[src/rtl/seg7_pkg.sv]
// seg7_pkg
// Shared definitions for the seven-segment readers and decoders.
//   DEFAULT_NUM_DIGITS : default number of multiplexed digits on a display
//   SEG_PATTERNS       : active-high segment patterns (bit6=a .. bit0=g),
//                        indexed by the hex digit they draw
package seg7_pkg;

   localparam int DEFAULT_NUM_DIGITS = 4;

   // Leftmost entry is digit F, rightmost is digit 0
   localparam logic [15:0][6:0] SEG_PATTERNS = {
      7'h47, 7'h4F, 7'h3D, 7'h4E, 7'h1F, 7'h77, 7'h7B, 7'h7F,
      7'h70, 7'h5F, 7'h5B, 7'h33, 7'h79, 7'h6D, 7'h30, 7'h7E
   };

endpackage

[src/rtl/seg7_pattern_to_hex.sv]
// seg7_pattern_to_hex
// Combinational reverse lookup of a seven-segment pattern to its hex digit.
//   i_pattern : active-high segments, bit6=a .. bit0=g
//   o_nibble  : matching hex digit, 0 when nothing matches
//   o_hit     : 1 when the pattern is one of the sixteen known glyphs
module seg7_pattern_to_hex
   import seg7_pkg::*;
(
   input  logic [6:0] i_pattern,
   output logic [3:0] o_nibble,
   output logic       o_hit
);

   // Search the glyph table; an unlit (all-zero) pattern never matches,
   // so a blanked digit comes out as a miss
   always_comb begin
      o_nibble = 4'h0;
      o_hit    = 1'b0;
      for (int i = 0; i < 16; i++) begin
         if (i_pattern == SEG_PATTERNS[i]) begin
            o_nibble = 4'(i);
            o_hit    = 1'b1;
         end
      end
   end

endmodule

[src/rtl/seg7_scan_reader.sv]
// seg7_scan_reader
// Watches the pins of a multiplexed seven-segment display and rebuilds the
// number it shows, one complete frame at a time.
//   clk         : rising-edge system clock
//   reset       : synchronous active-high reset
//   seg_n       : active-low segments, bit6=a .. bit0=g
//   an_n        : active-low digit strobes, bit i low selects digit i
//   value       : last complete frame, nibble i = digit i
//   frame_valid : one-cycle pulse when value updates
//   bad_pattern : the delivered frame held at least one undecodable glyph
module seg7_scan_reader
   import seg7_pkg::*;
#(
   parameter int NUM_DIGITS    = DEFAULT_NUM_DIGITS,
   parameter int STABLE_CYCLES = 3
)
(
   input  logic                    clk,
   input  logic                    reset,
   input  logic [6:0]              seg_n,
   input  logic [NUM_DIGITS-1:0]   an_n,
   output logic [4*NUM_DIGITS-1:0] value,
   output logic                    frame_valid,
   output logic                    bad_pattern
);

   localparam int            CW         = $clog2(STABLE_CYCLES + 1);
   localparam logic [CW-1:0] STABLE_MAX = CW'(STABLE_CYCLES);

   logic [6:0]              r_segSample;
   logic [NUM_DIGITS-1:0]   r_anSample;
   logic [6:0]              r_segPrev;
   logic [NUM_DIGITS-1:0]   r_anPrev;
   logic [CW-1:0]           r_runCount;
   logic [4*NUM_DIGITS-1:0] r_pending;
   logic [NUM_DIGITS-1:0]   r_seen;
   logic                    r_pendBad;
   logic [4*NUM_DIGITS-1:0] r_value;
   logic                    r_frameValid;
   logic                    r_badPattern;

   logic                    w_selected;
   logic                    w_sameRun;
   logic [CW-1:0]           w_nextCount;
   logic                    w_capture;
   logic                    w_frameDone;
   logic [3:0]              w_nibble;
   logic                    w_hit;

   // The display pins come from another clock domain's logic, so every
   // decision is made on a registered copy; the previous copy is kept to
   // detect whether the pins held still for another cycle
   always_ff @(posedge clk) begin
      if (reset) begin
         r_segSample <= '0;
         r_anSample  <= '0;
         r_segPrev   <= '0;
         r_anPrev    <= '0;
      end else begin
         r_segSample <= seg_n;
         r_anSample  <= an_n;
         r_segPrev   <= r_segSample;
         r_anPrev    <= r_anSample;
      end
   end

   // A sample only counts when exactly one strobe is active. The run
   // length restarts on any change and saturates, and the capture fires
   // on the single edge a run first reaches full length (a fresh run of
   // length one also qualifies when only one stable cycle is demanded)
   always_comb begin
      w_selected  = $onehot(~r_anSample);
      w_sameRun   = w_selected && (r_segSample == r_segPrev) && (r_anSample == r_anPrev);
      w_nextCount = '0;
      if (w_selected) begin
         if (!w_sameRun)
            w_nextCount = CW'(1);
         else if (r_runCount == STABLE_MAX)
            w_nextCount = STABLE_MAX;
         else
            w_nextCount = r_runCount + CW'(1);
      end
      w_capture   = (w_nextCount == STABLE_MAX) && !(w_sameRun && (r_runCount == STABLE_MAX));
      w_frameDone = &r_seen;
   end

   seg7_pattern_to_hex u_decode (
      .i_pattern (~r_segSample),
      .o_nibble  (w_nibble),
      .o_hit     (w_hit)
   );

   // Run-length counter for the current strobe/segment combination
   always_ff @(posedge clk) begin
      if (reset)
         r_runCount <= '0;
      else
         r_runCount <= w_nextCount;
   end

   // Frame assembly: a completed frame is published one edge after the
   // last digit is seen. A capture on that same edge lands after the
   // clear, so it becomes the first digit of the following frame while
   // the outgoing frame still publishes the old slot contents
   always_ff @(posedge clk) begin
      if (reset) begin
         r_pending    <= '0;
         r_seen       <= '0;
         r_pendBad    <= 1'b0;
         r_value      <= '0;
         r_frameValid <= 1'b0;
         r_badPattern <= 1'b0;
      end else begin
         r_frameValid <= 1'b0;
         if (w_frameDone) begin
            r_value      <= r_pending;
            r_badPattern <= r_pendBad;
            r_frameValid <= 1'b1;
            r_seen       <= '0;
            r_pendBad    <= 1'b0;
         end
         if (w_capture) begin
            for (int i = 0; i < NUM_DIGITS; i++) begin
               if (!r_anSample[i]) begin
                  r_pending[4*i +: 4] <= w_nibble;
                  r_seen[i]           <= 1'b1;
               end
            end
            r_pendBad <= (r_pendBad && !w_frameDone) || !w_hit;
         end
      end
   end

   assign value       = r_value;
   assign frame_valid = r_frameValid;
   assign bad_pattern = r_badPattern;

endmodule
[config.mk]
export PLATFORM = sky130hd
export DESIGN_NAME = seg7_scan_reader
export DESIGN_NICKNAME = d
export VERILOG_FILES = /design/src/rtl/seg7_pkg.sv /design/src/rtl/seg7_pattern_to_hex.sv /design/src/rtl/seg7_scan_reader.sv
export SDC_FILE = /design/constraint.sdc
export NUM_CORES = 1
export LEC_CHECK = 0
export CAP_MARGIN = 10
export CORE_MARGIN = 10
export CORE_UTILIZATION = 55
export DETAILED_ROUTE_END_ITERATION = 8
export HOLD_SLACK_MARGIN = 0.12
export PLACE_DENSITY = 0.79
export SLEW_MARGIN = 10
export SYNTH_ARGS = -nofsm -noshare
export SYNTH_HDL_FRONTEND = slang
export SYNTH_SLANG_ARGS = --single-unit
[constraint.sdc]
create_clock -name clk -period 3.3 [get_ports clk]
set_input_delay 0.66 -clock clk [delete_from_list [all_inputs] [get_ports clk]]
set_output_delay 0.66 -clock clk [all_outputs]
set_load 0.01 [all_outputs]
## Word level (Yosys, flattened, before mapping)

Cells that the tools add are included.
W data, S select, Z words.

| word-level totals | value |
|---|---|
| register bits after elaboration | 63 |
| output and inout bits | 18 |
| input bits | 13 |

| operators by class | value |
|---|---|
| add/subtract/negate cells | 4 |
| bitwise logic cells | 6 |
| muxes and demuxes | 43 |
| reduce and logical (&&, ||, !) cells | 15 |
| equality and inequality tests | 21 |

Operators with widths:

| operator | count |
|---|---|
| $eq A7 B7 Y1 const B | 12 |
| $mux W4 | 10 |
| $mux W1 | 24 |
| $eq A7 B6 Y1 const B | 3 |
| $mux W3 | 4 |
| $mux W2 | 5 |
| $reduce_and A2 Y1 | 4 |
| $eq A7 B5 Y1 const B | 1 |
| $eq A7 B7 Y1 | 1 |
| $not A7 Y7 | 1 |
| $logic_and A1 B1 Y1 | 5 |
| $add A1 B1 Y2 | 2 |
| $eq A2 B2 Y1 const B | 2 |
| $eq A4 B4 Y1 | 1 |
| $not A1 Y1 | 4 |
| $not A4 Y4 | 1 |
| $reduce_and A4 Y1 | 1 |
| $add A2 B2 Y3 | 1 |
| $eq A3 B1 Y1 const B | 1 |
| $logic_not A1 Y1 | 3 |
| $add A2 B1 Y2 const B | 1 |
| $reduce_bool A2 Y1 | 1 |
| $logic_or A1 B1 Y1 | 1 |

## Depth between registers and ports, before layout

Gate-level depths: netlist of run 1.

| logic depth | value |
|---|---|
| word-level depth | 21 |
| depth in mapped cells | 10 |
| mapped depth without buffers | 9 |

## Modules after synthesis

A second synthesis of run 1 with hierarchy kept.

| second synthesis, totals | value |
|---|---|
| cell total of the unflattened synthesis | 305 |
| area total of the unflattened synthesis | 2770.2 um2 |

By module, submodules not included:

| module | times used | seq. area each (um2) | area each (um2) | cells each |
|---|---|---|---|---|
| seg7_scan_reader | 1 | 1261.2 | 2402.3 | 246 |
| seg7_pattern_to_hex | 1 | 0.0 | 367.9 | 59 |

## Worst setup path after synthesis of run 1

No wires, ideal clock.

| path | value |
|---|---|
| kind | reg-to-reg |
| start point | reg r_anSample[0] |
| end point | reg r_pending[8] |
| clock period less this slack | 2989 ps |
| arrival time | 2862 ps |
| library setup time | 128 ps |
| buffers on the path | 1 |
| cell stages (with the launch flop) | 11 |
| path slack | 311 ps |
| required time | 3172 ps |
| cells stage by stage | dfxtp_1 -> fa_1 -> inv_1 -> ha_1 -> ha_1 -> or3b_1 -> buf_2 -> or3_4 -> nor4_4 -> mux2i_1 -> nor2_1 |

| between the ends | value |
|---|---|
| longest elaborated chain between the ends | 11 |
| elaborated cells on any way between the ends | 14 |
| classes of those cells | add/sub (2); eq/ne (3); mux (2); bitwise (1); reduce/logical (6) |

RTL lines:

| element | line | text |
|---|---|---|
| from (decl) | seg7_scan_reader.sv:31 | `logic [NUM_DIGITS-1:0] r_anSample;` |
| from (signal assigned) | seg7_scan_reader.sv:61 | `r_anSample <= an_n;` |
| $not A4 Y4 | seg7_scan_reader.sv:72 | `w_selected = $onehot(~r_anSample);` |
| $add A1 B1 Y2 (not written as such) | seg7_scan_reader.sv:72 |  |
| $add A2 B2 Y3 (not written as such) | seg7_scan_reader.sv:72 |  |
| $eq A3 B1 Y1 | seg7_scan_reader.sv:72 |  |
| $logic_and A1 B1 Y1 (2 in a row) | seg7_scan_reader.sv:73 | `w_sameRun = w_selected && (r_segSample == r_segPrev) && (r_anSample == r_anPrev);` |
| $mux W2 | seg7_scan_reader.sv:76 | `if (!w_sameRun)` |
| $mux W2 | seg7_scan_reader.sv:75 | `if (w_selected) begin` |
| $eq A2 B2 Y1 | seg7_scan_reader.sv:83 | `w_capture = (w_nextCount == STABLE_MAX) && !(w_sameRun && (r_runCount == STABLE_MAX));` |
| $logic_and A1 B1 Y1 (*) | seg7_scan_reader.sv:83 |  |
| $reduce_and A2 Y1 (no line) (*) | -- |  |
| to (signal, indexed assignment) | seg7_scan_reader.sv:125 | `r_pending[4*i +: 4] <= w_nibble;` |
| to (decl) | seg7_scan_reader.sv:35 | `logic [4*NUM_DIGITS-1:0] r_pending;` |

Mark *: on every way between the ends. The rest lies on a longest branch, timed or not.
A chain may end at the register's enable or synchronous reset.

## Worst setup path in the final report of run 1

Ends and elaborated chain as after synthesis.

==> metrics.md, run 1 <==
| Metric | Value |
|---|---|
| Worst Hold Path EP | `value[13]` |
| Worst reg2reg path depth | `9` |
| Area fraction in compound gates after synthesis | `between 10 and 15%` |
| Total number of nets in the final design | `323` |
| Number of buffers created by CTS | `9` |
| Critical path cell sequence | `fa_1 -> inv_1 -> ha_1 -> ha_1 -> or3b_1 -> nand4b_4 -> nor4_4 -> mux2i_1 -> nor2_1` |
| Post-synthesis share of cell area spent on full adders, half adders and majority gates | `1.72%` |
| Worst min-delay path class | `flop to flop` |
| LEAKAGE | `1.05 nW` |
| Flop-to-flop setup slack | `160 ps` |
| F_max | `319 MHz` |
| Count of flip-flops with a built-in enable after synthesis | `0` |
| Worst slack after detailed placement | `113 ps` |
| H-tree depth | `3` |
| Post-Synthesis Net Count | `301` |
| Max Slew Vio Count | `0` |
| Main combinational cell family by area after synthesis | `simple AND/OR/NAND/NOR gates` |
| Residual DRC count | `0` |
| Post-route worst setup slack | `163 ps` |
| Post-route design area | `3120 um2` |
| Clock tree from TritonCTS | `done` |
| Yosys Warn Count | `0` |
| DIE AREA | `approximately 8000 um2` |
| Horizontal die dimension | `89.0 um` |
| Die Y-Extent | `89.0 um` |
| Total negative slack | `0 ps` |
| Worst path max stage delay | `roughly 550 ps` |
| Top cells by area in the synthesized netlist | `sky130_fd_sc_hd__dfxtp_1 48%, sky130_fd_sc_hd__nand2_1 5.3%, sky130_fd_sc_hd__nor2b_1 5.3%` |
| PnR Total Power | `about 1.6 mW` |
| Synthesized-area fraction occupied by xor and xnor cells | `4.35%` |
| Async set-reset flop share out of synthesis | `0%` |
| Root cell of the clock tree | `sky130_fd_sc_hd__clkbuf_8` |
| Post-synthesis cell count | `285` |
| Placed wire-length estimate after detailed placement | `3620 um` |
| Area of the core | `4660 um2` |
| Last weighted congestion value of the routability-driven placer | `0.802` |
| Input/output buffers | `30` |
| Share of cells above drive strength 1 | `7.72%` |
| Worst R2R End | `r_pending[8]` |
| Library cell with the largest summed area after synthesis | `sky130_fd_sc_hd__dfxtp_1` |
| Remaining Overflow, GRT | `0` |
| Count of placed standard cells in the final layout, fillers left out | `365` |
| Startpoint type of the worst setup path | `flop` |
| Outcome | `finished clean` |
| First-pass GRT wire length | `8610 um` |
| Crit path time final | `3140 ps` |
| Pin count of the biggest net entering global routing | `39` |
| Worst voltage drop across the vdd grid | `approximately 0.42 mV` |
| Vias in the first global route | `1,877` |
| Pwr dens | `520 nW/um2` |
| Number of storage elements in the synthesis netlist | `63` |
| Most used cells in the layout excluding fill and tap cells | `63 x sky130_fd_sc_hd__dfxtp_1, 37 x sky130_fd_sc_hd__nand2_1, 29 x sky130_fd_sc_hd__clkdlybuf4s50_1` |
| Worst setup skew after layout | `7.85 ps` |
| Sequential cell area fraction in the yosys report | `48.2%` |
| Number of placement rows | `25` |
| Crit end category | `flop` |
| Violation count after the first detailed-routing iteration | `104` |
| CTS Hold Buffers Added | `0` |
| Final routed wire length divided by cell count | `around 14 um` |
| Signal arrival time at the worst endpoint | `around 3300 ps` |
| Clock insertion delay at the later pin of the skew report | `340 ps` |
| Sinks on Clock Net | `63` |
| Crit path max fanout | `8` |
| Standard cell with the maximum stage delay on the critical path | `sky130_fd_sc_hd__fa_1` |
| Max-capacitance violation count | `0` |
| Fraction of the mapped netlist area in simple logic gates | `29.1%` |
| Synth unique cells | `between 40 and 50` |
| Effective utilization at floorplan | `56.1%` |
| Kind of critical path | `flop to flop` |
| Transition time of the tightest slew-check pin | `921 ps` |
| Detail Route Antenna Nets | `0` |
| Overall Global Routing Usage | `roughly 14%` |
| Hold path startpoint | `value[13]` |
| Clock-pin slew of the registers on the worst-case setup and hold paths | `about 60 ps` |
| Most common cell after layout, fill and taps aside | `sky130_fd_sc_hd__dfxtp_1` |
| Synthesized area per cell | `9.18 um2` |
| Placed standard-cell area | `a little under 3000 um2` |
| Reg2reg start | `r_anSample[0]` |
| Area grow syn2layout | `19.3%` |
| Data required, critical path | `3500 ps` |
| Synth top area share | `48.2%` |
| Post-CTS Resized | `0` |
| Number of hold violations in the final report | `0` |
| Aggregate routed wire length | `5250 um` |
| Headroom to the max-slew limit | `roughly 38%` |
| Maximum clock path buffer count | `2` |
| Netlist area before placement | `roughly 2600 um2` |
| Number of fill cells in the layout | `roughly 420` |
| Total instance count after detailed placement | `350` |
| Post-CTS repair timing setup buffer count | `0` |
| Worst hold path depth | `2` |
| Share of cell area taken by muxes after synthesis | `under 10%` |
| Most used cell, CP | `sky130_fd_sc_hd__ha_1` |
| Via density per instance | `5.52` |
| IO Count | `31` |
| Total vias in the final route | `between 2,000 and 2,500` |
| RSZ-0062 raised after global routing | `false` |
| Period Utilization, post-route | `95.1%` |
| Antenna violations before repair | `0` |
| Drt pass-1 iters | `4` |
| Antenna Diode Count | `0` |
| Most used flip-flop cell after synthesis | `sky130_fd_sc_hd__dfxtp_1` |
| Final-report setup violation count | `0` |
-- layer usage --
| metal | vias up | global-route usage (%) | share of wire (%) |
|---|---|---|---|
| met5 | - | 0 | 0 |
| met1 | 930 | 15.9 | 45 |
| met3 | 12 | 5.47 | 5.5 |
| li1 | 1028 | - | - |
| met4 | 0 | 6.65 | 1.3 |
| met2 | 46 | 22.5 | 48 |
-- flip-flops by register name, indices dropped and copies added, names as in the netlist --
name / count
r_segPrev: 7
r_runCount: 2
r_segSample: 7
bad_pattern: 1
r_pending: 16
r_anPrev: 4
frame_valid: 1
r_seen: 4
r_anSample: 4
r_pendBad: 1
value: 16
-- cell usage after synthesis, types with 2 or more instances --
library cell / number
sky130_fd_sc_hd__nor2_1: 20
sky130_fd_sc_hd__nand4b_1: 2
sky130_fd_sc_hd__ha_1: 2
sky130_fd_sc_hd__mux2i_1: 4
sky130_fd_sc_hd__o211ai_1: 2
sky130_fd_sc_hd__o21ai_0: 4
sky130_fd_sc_hd__nand4_2: 2
sky130_fd_sc_hd__o21ai_1: 2
sky130_fd_sc_hd__nor4_1: 4
sky130_fd_sc_hd__dfxtp_1: 63
sky130_fd_sc_hd__inv_1: 4
sky130_fd_sc_hd__nand3_1: 5
sky130_fd_sc_hd__a211oi_1: 10
sky130_fd_sc_hd__a21oi_1: 27
sky130_fd_sc_hd__nand4_1: 4
sky130_fd_sc_hd__or3_1: 4
sky130_fd_sc_hd__nand2b_1: 5
sky130_fd_sc_hd__nor2b_1: 22
sky130_fd_sc_hd__nand2_1: 37
sky130_fd_sc_hd__nor3b_1: 4
sky130_fd_sc_hd__nor4_4: 4
sky130_fd_sc_hd__xnor2_1: 12
sky130_fd_sc_hd__clkbuf_1: 18
sky130_fd_sc_hd__nor3_1: 4
-- power breakdown --
| part | switching [mW] | leakage, nW | total, mW | internal, mW |
|---|---|---|---|---|
| Combinational | 0.0617 | 0.427 | 0.112 | 0.0501 |
| Sequential | 0.0235 | 0.512 | 0.798 | 0.774 |
| Clock | 0.273 | 0.109 | 0.712 | 0.439 |
| Total | 0.358 | 1.05 | 1.62 | 1.26 |
-- cell type report --
type	count	area [um2]	area share (%)
flip-flops and latches	63	1260	40.4
clock inverters	4	70.1	2.24
clock buffers	11	141	4.53
well taps	54	67.6	2.16
inverters	4	15.0	0.481
repair buffers	31	303	9.70
multi-input cells	198	1260	40.5
-- logic make-up (layout without fill, tap and decap cells) --
family / count (synthesis) / after routing
adders and majority gates: 3 / 3
buffers and inverters: 24 / 50
xor gates and xnor gates: 13 / 13
AOI/OAI and AO/OA: 51 / 51
muxes: 4 / 4
DFF: 63 / 63
and+or+nand+nor: 127 / 127
-- critical path: cells and delay by family (launching register included) --
kind	cells	cell delay [ps]
adder cells (fa/ha/maj)	3	980
AND/OR/NAND/NOR	4	1400
flip-flops	1	360
multiplexers	1	230
buffers and inverters	1	40
-- per-stage QoR --
step	hold WS [ps]	utilization, %
floorplan	427	-
global placement	441	62.4
finish	452	67.0
global route	475	67.0
detailed placement	446	62.4
CTS	456	67.0
-- how the worst max path moves through the flow --
stage | from | endpoint | slack, ps
6_report | r_anSample[0] | r_pending[8] | 160
5_1_grt | r_anSample[0] | r_pending[10] | 20
4_1_cts | r_anSample[0] | r_pending[8] | 100
3_5_place_dp | r_anSample[0] | r_pending[8] | 110
3_3_place_gp | r_anSample[0] | r_pending[8] | 220
2_1_floorplan | r_anSample[0] | r_pending[8] | 310
Note: power is estimated with default switching activity, not from simulation.
==> run 2: changes to the inputs <==
--- a/config.mk
+++ b/config.mk
@@ -15,3 +15,4 @@
 export SYNTH_ARGS = -nofsm -noshare
 export SYNTH_HDL_FRONTEND = slang
 export SYNTH_SLANG_ARGS = --single-unit
+export TNS_END_PERCENT = 20
==> results of run 2 <==
The final DEF is identical to that of run 1; final timing and power are the same.
==> run 3: changes to the inputs <==
--- a/config.mk
+++ b/config.mk
@@ -8,6 +8,7 @@
 export CAP_MARGIN = 10
 export CORE_MARGIN = 10
 export CORE_UTILIZATION = 55
+export CTS_CLUSTER_DIAMETER = 100
 export DETAILED_ROUTE_END_ITERATION = 8
 export HOLD_SLACK_MARGIN = 0.12
 export PLACE_DENSITY = 0.79
==> results of run 3 <==
The final DEF is identical to that of run 1; final timing and power are the same.
